--- src/rtl/freq_div_ctrl.sv ---
// Programmable clock-enable style frequency divider with a glitch-free ratio
// change handshake.
//
// Ports:
//   clk        system clock, all logic on rising edge
//   rst        asynchronous active-low reset
//   en         run enable for the divided clock
//   req_valid  new-ratio request strobe
//   req_div    requested divide ratio N
//   req_ready  controller can accept a request (registered)
//   req_err    one-cycle pulse: accepted request had N < 2 (registered)
//   clk_out    divided clock, high for ceil(N/2) of every N cycles (registered)
//   tick       pulse on the first cycle of each clk_out period (registered)
//   cur_div    ratio currently in effect (registered)
//   busy       a ratio change is pending (registered)
module freq_div_ctrl #(
    parameter int unsigned DIV_W   = 4,
    parameter int unsigned DEF_DIV = 3
) (
    input  logic             clk,
    input  logic             rst,
    input  logic             en,
    input  logic             req_valid,
    input  logic [DIV_W-1:0] req_div,
    output logic             req_ready,
    output logic             req_err,
    output logic             clk_out,
    output logic             tick,
    output logic [DIV_W-1:0] cur_div,
    output logic             busy
);

    localparam logic [DIV_W-1:0] DEF_DIV_V = DIV_W'(DEF_DIV);
    localparam logic [DIV_W-1:0] MIN_DIV   = DIV_W'(2);
    localparam logic [DIV_W-1:0] ONE       = DIV_W'(1);

    typedef enum logic [1:0] {
        ST_STOP = 2'd0,
        ST_RUN  = 2'd1,
        ST_PEND = 2'd2
    } state_t;

    state_t           state;
    state_t           state_nx;
    logic [DIV_W-1:0] cnt;
    logic [DIV_W-1:0] cnt_nx;
    logic [DIV_W-1:0] cur_div_nx;
    logic [DIV_W-1:0] pend_div;
    logic [DIV_W-1:0] pend_div_nx;

    logic             accept;
    logic             legal;
    logic             period_end;

    logic [DIV_W:0]   half_nx;
    logic             clk_out_nx;
    logic             tick_nx;
    logic             req_err_nx;
    logic             busy_nx;
    logic             req_ready_nx;

    // Request handshake qualifiers; req_ready is already registered from state.
    assign accept     = req_valid && req_ready;
    assign legal      = (req_div >= MIN_DIV);
    assign period_end = (cnt == (cur_div - ONE));

    // State, counter, ratio and registered outputs.
    always_ff @(posedge clk or negedge rst) begin
        if (!rst) begin
            state     <= ST_STOP;
            cnt       <= '0;
            cur_div   <= DEF_DIV_V;
            pend_div  <= DEF_DIV_V;
            clk_out   <= 1'b0;
            tick      <= 1'b0;
            req_err   <= 1'b0;
            busy      <= 1'b0;
            req_ready <= 1'b1;
        end else begin
            state     <= state_nx;
            cnt       <= cnt_nx;
            cur_div   <= cur_div_nx;
            pend_div  <= pend_div_nx;
            clk_out   <= clk_out_nx;
            tick      <= tick_nx;
            req_err   <= req_err_nx;
            busy      <= busy_nx;
            req_ready <= req_ready_nx;
        end
    end

    // Next-state: ratio changes only land at a period boundary or on stop,
    // so clk_out never sees a truncated phase.
    always_comb begin
        state_nx    = state;
        cnt_nx      = cnt;
        cur_div_nx  = cur_div;
        pend_div_nx = pend_div;
        unique case (state)
            ST_STOP: begin
                cnt_nx = '0;
                if (accept && legal) begin
                    cur_div_nx = req_div;
                end
                if (en) begin
                    state_nx = ST_RUN;
                end
            end
            ST_RUN: begin
                if (!en) begin
                    state_nx = ST_STOP;
                    cnt_nx   = '0;
                    // Stopped anyway, so a legal request can take effect now.
                    if (accept && legal) begin
                        cur_div_nx = req_div;
                    end
                end else begin
                    cnt_nx = period_end ? '0 : cnt + ONE;
                    // Even on the last cycle of a period the request waits a
                    // full period; the wrap here keeps the old ratio.
                    if (accept && legal) begin
                        pend_div_nx = req_div;
                        state_nx    = ST_PEND;
                    end
                end
            end
            ST_PEND: begin
                if (!en) begin
                    state_nx   = ST_STOP;
                    cnt_nx     = '0;
                    cur_div_nx = pend_div;
                end else if (period_end) begin
                    state_nx   = ST_RUN;
                    cnt_nx     = '0;
                    cur_div_nx = pend_div;
                end else begin
                    cnt_nx = cnt + ONE;
                end
            end
            default: begin
                state_nx = ST_STOP;
                cnt_nx   = '0;
            end
        endcase
    end

    // Output decode on next-cycle values so every output is a flop.
    always_comb begin
        half_nx      = ({1'b0, cur_div_nx} + (DIV_W + 1)'(1)) >> 1;
        clk_out_nx   = 1'b0;
        tick_nx      = 1'b0;
        req_err_nx   = accept && !legal;
        busy_nx      = (state_nx == ST_PEND);
        req_ready_nx = (state_nx != ST_PEND);
        if (state_nx != ST_STOP) begin
            clk_out_nx = ({1'b0, cnt_nx} < half_nx);
            tick_nx    = (cnt_nx == '0);
        end
    end

endmodule

--- config.mk ---
export PLATFORM = sky130hd
export DESIGN_NAME = freq_div_ctrl
export DESIGN_NICKNAME = d
export VERILOG_FILES = /design/src/rtl/freq_div_ctrl.sv
export SDC_FILE = /design/constraint.sdc
export NUM_CORES = 1
export LEC_CHECK = 0
export BUFFER_PORTS_ARGS = -buffer_cell sky130_fd_sc_hd__buf_4
export CAP_MARGIN = 20
export CORE_AREA = 3 3 41 80
export CTS_CLUSTER_SIZE = 16
export DETAILED_ROUTE_END_ITERATION = 16
export DIE_AREA = 0 0 44 83
export PLACE_DENSITY = 0.81
export REMOVE_ABC_BUFFERS = 1
export SYNTH_ARGS = -nofsm -noshare
export SYNTH_HDL_FRONTEND = slang
export SYNTH_SLANG_ARGS = --single-unit
--- constraint.sdc ---
create_clock -name clk -period 3 [get_ports clk]
set_input_delay 0.15 -clock clk [delete_from_list [all_inputs] [get_ports clk]]
set_output_delay 0.15 -clock clk [all_outputs]
set_load 0.005 [all_outputs]
==> run summary <==
* finished with violations — status
* negative setup slack — violated checks
* 16 — Port Buf Inserts
* 6430 um — global-route wire length before repair
* register — type of destination of the critical path
* -0.1271 ns — setup slack of the critical path after layout
* 1363 um^2 — netlist area before placement
* 2028 um^2 — final instance area
* 0 — overall overflow remaining after global route
* 4 — length of the first detailed-routing pass in iterations
* 27 — total number of placement rows
* -0.13 ns — r2r setup slk
* 0 — MaxCap Viol Count
* sky130_fd_sc_hd__dfrtp_1 — cell taking the most area after synthesis
* 1728 um^2 — standard cell area after detailed placement
* 20 — largest net degree at the start of global routing
* 0.2239 — met1 usage
* 0 — antenna violations before repair
* 2 — number of buffers between clock root and the deepest sink
* 0 — post-detailed-route count of antenna-violating nets
* true — unrepaired setup endpoints after global routing
* 0 — number of synthesized flops with an enable pin
* 0 — max-slew violation count
* 0.3535 — sequential-to-total area share from yosys stat
* 19 — synthesis-stage register bit count
* 0.2347 — Tot GR Track Use
* 1337 — DR vias
* 574.3 uV — worst supply voltage drop on vdd
* 0.4756 — relative max-transition margin
* sky130_fd_sc_hd__clkbuf_8 — root cell of the clock tree
* 0.08164 ns — worst hold slack after final layout
* 1440 — vias in the first global route
* built — CTS tree
* register — kind of launch point of the worst setup path
* 3.16 ns — worst endpoint required time
* 0 — Final Hold Fails
* sky130_fd_sc_hd__dfrtp_1 — most instantiated flip-flop cell in the synthesis netlist
* 0.9115 nW — leakage
* 9.803 um^2 — Avg Inst Size Synth
* 0.001938 ns — Fin Clk Skew
* 2920 um — Final HPWL DP
* 0.02386 — met3 capacity usage during global routing
* input pin to register — worst hold-check path type
* 210 — placed insts
* 0 — Synthesis Warnings
* 0.26 ns — worst-skew pair later-pin latency
* 0.4819 — share of post-route cells with drive strength above 1
* inv_2 > ha_4 > xor2_4 > and3_4 > a221oi_4 > a221oi_2 > buf_4 > and4bb_1 > xnor2_1 > ha_2 > nor2_1 > nand2_1 > o221a_4 > a2111oi_4 — cell-by-cell trace of the critical path
* 1 — final setup vio count
* 2770 um^2 — Std-Cell Core Area
* 51 — post-synthesis cell type count
* 3 — CP Max Fanout
* register to register — critical path class
* 0.2571 — share of Yosys cell area claimed by the top area cell type
* 83 um — die boundary height
* 0 — Antenna diodes
* 14 x sky130_fd_sc_hd__dfrtp_1, 11 x sky130_fd_sc_hd__nor2_1, 10 x sky130_fd_sc_hd__ha_1, 10 x sky130_fd_sc_hd__inv_1, 10 x sky130_fd_sc_hd__nand2_1 — top cells by count, synth
* 3.127 ns — Tmin final
* 48.85% — layout overhead on the synthesized area
* 0.4919 — starting density of the core
* 0 — DRC errors left
* 139 — post-synthesis instance total
* sky130_fd_sc_hd__dfstp_2 — critical-path cell with the highest stage delay
* 3 — Inserted Clock Buffers
* met2 — busiest metal layer after global routing
* 0.4162 — met2 Usage GRT
* 19 — count of clock tree sinks
* sky130_fd_sc_hd__dfrtp_1 — cell with the most instances after synthesis
* sky130_fd_sc_hd__dfrtp_1 26%, sky130_fd_sc_hd__dfstp_2 9.6%, sky130_fd_sc_hd__ha_1 9.2%, sky130_fd_sc_hd__xnor2_1 3.2%, sky130_fd_sc_hd__nor2_1 3.0% — largest cells by area after synthesis
* 196 — count of filler cells inserted in the layout
* 1.000 — FFs w/ async S/R, synth
* compound AO/OA/AOI/OAI gates — Top Family by Delay on Critical Path
* 1041 nW/um^2 — PD cells
* 319.8 MHz — highest attainable clock frequency
* 17 — boundary pin count
* 18.87 um — average wire per cell in the routed design
* 2 — count of buffer and inverter cells on the critical path
* 1 — CTS H-tree depth
* 0.7799 ns — transition at the pin with the smallest max-transition slack
* 222 — number of cells in the finished layout apart from fillers
* 4189 um — Total Wirelength
* 44 um — Die W
* 37 — initial detailed-routing violation count
* 1.042 — crit share post-route
* 0.54 ns — biggest cell delay along the critical path
* 3.29 ns — endpoint arrival time on the critical path
* 6.023 — vias per cell
* 0.9064 — final RePlAce weighted congestion
* 3652 um^2 — Total Die Area
* 0.07 ns — Clk pin slew, worst setup/hold paths
* 212 — count of nets after finishing
[repair_timing]
item,4_1_cts,5_1_grt
hold buffers,1,0
hold endpoints to repair,14,0
gates resized for setup,22,10
pin swaps,16,12
endpoints found under the setup margin,1,1
buffers inserted,7,1
[state kept, by name, summed over array words and instances (netlist names)]
| name | cells |
|---|---|
| clk_out | 1 |
| pend_div | 4 |
| busy | 1 |
| cnt | 4 |
| cur_div | 4 |
| tick | 1 |
| req_err | 1 |
| state | 2 |
| req_ready | 1 |
[power breakdown]
group | internal [W] | switching, W | total (W)
clock | 0.0000946 | 0.0000861 | 0.000181
sequential | 0.000364 | 0.0000810 | 0.000445
combinational | 0.000777 | 0.000708 | 0.00149
[path summary, 6_finish.rpt]
kind | start | endpoint | cells after the start
worst max-delay path | cur_div[1]$_DFF_PN1_ | clk_out$_DFF_PN0_ | 14
worst min-delay path | req_div[3] | req_err$_DFF_PN0_ | 2
worst max register to register | cur_div[1]$_DFF_PN1_ | clk_out$_DFF_PN0_ | 14
worst min register to register | pend_div[2]$_DFFE_PN0P_ | pend_div[2]$_DFFE_PN0P_ | 1
max in group asynchronous | rst | pend_div[1]$_DFFE_PN1P_ | 2
min in group asynchronous | rst | req_err$_DFF_PN0_ | 2
[per-stage QoR]
stage,setup TNS [ns],util,worst slack [ns],power [W]
6_report,-0.1271,0.7322,-0.1271,0.002111
4_1_cts,-0.1203,0.7037,-0.1203,0.001940
2_1_floorplan,-0.2545,-,-0.2545,0.001056
3_5_place_dp,-0.3962,0.6238,-0.3962,0.001551
5_1_grt,-0.2642,0.7322,-0.2642,0.002237
3_3_place_gp,-0.2964,0.6238,-0.2964,0.001508
[cell families after synthesis]
kind of cell    after synthesis  share of synthesized area
compound gates               38                     0.2305
xor+xnor                     11                    0.09183
buf+inv                      14                    0.03948
mux                           2                    0.01653
simple gates                 45                     0.1763
flops                        19                     0.3535
fa+ha+maj                    10                    0.09183
[layout make-up]
type,count,area [um^2],area share
tap,29,36.28,0.01789
timing repair buffer,54,411.6,0.2030
inverter,10,37.54,0.01851
multi-input combinational,106,1016,0.5009
clock buffer,4,45.04,0.02221
sequential,19,481.7,0.2375
[cell usage in the layout, fill, tap and decap left out, types with 2 or more instances in the layout]
| master | n |
|---|---|
| sky130_fd_sc_hd__xor2_1 | 2 |
| sky130_fd_sc_hd__nand3b_1 | 2 |
| sky130_fd_sc_hd__xnor2_2 | 2 |
| sky130_fd_sc_hd__inv_2 | 2 |
| sky130_fd_sc_hd__xnor2_1 | 3 |
| sky130_fd_sc_hd__mux2_2 | 2 |
| sky130_fd_sc_hd__ha_2 | 2 |
| sky130_fd_sc_hd__ha_4 | 2 |
| sky130_fd_sc_hd__o21ai_0 | 2 |
| sky130_fd_sc_hd__nor3_1 | 2 |
| sky130_fd_sc_hd__nand3_1 | 4 |
| sky130_fd_sc_hd__nor2_1 | 10 |
| sky130_fd_sc_hd__inv_1 | 8 |
| sky130_fd_sc_hd__and2_1 | 4 |
| sky130_fd_sc_hd__o32a_1 | 2 |
| sky130_fd_sc_hd__dfstp_2 | 5 |
| sky130_fd_sc_hd__a21oi_1 | 5 |
| sky130_fd_sc_hd__o31ai_1 | 2 |
| sky130_fd_sc_hd__ha_1 | 6 |
| sky130_fd_sc_hd__nand2_1 | 10 |
| sky130_fd_sc_hd__dfrtp_1 | 14 |
| sky130_fd_sc_hd__o21a_1 | 2 |
| sky130_fd_sc_hd__clkbuf_8 | 3 |
| sky130_fd_sc_hd__nor2b_4 | 2 |
| sky130_fd_sc_hd__o22ai_1 | 2 |
| sky130_fd_sc_hd__xor2_2 | 2 |
| sky130_fd_sc_hd__buf_4 | 52 |
[per-layer routing]
layer | up-vias | wire (um)
met1 | 637 | 1389
met3 | 23 | 130
met5 | - | 0
met2 | 55 | 2410
met4 | 0 | 260
li1 | 622 | -
[worst register-to-register path, stage by stage, from the launching register on]
cell and delay, ns:
sky130_fd_sc_hd__dfstp_2 0.54, sky130_fd_sc_hd__inv_2 0.04, sky130_fd_sc_hd__ha_4 0.28, sky130_fd_sc_hd__xor2_4 0.17
sky130_fd_sc_hd__and3_4 0.24, sky130_fd_sc_hd__a221oi_4 0.07, sky130_fd_sc_hd__a221oi_2 0.30, sky130_fd_sc_hd__buf_4 0.16
sky130_fd_sc_hd__and4bb_1 0.20, sky130_fd_sc_hd__xnor2_1 0.14, sky130_fd_sc_hd__ha_2 0.19, sky130_fd_sc_hd__nor2_1 0.15
sky130_fd_sc_hd__nand2_1 0.11, sky130_fd_sc_hd__o221a_4 0.26, sky130_fd_sc_hd__a2111oi_4 0.17
Power figures use the tool's default switching activity.
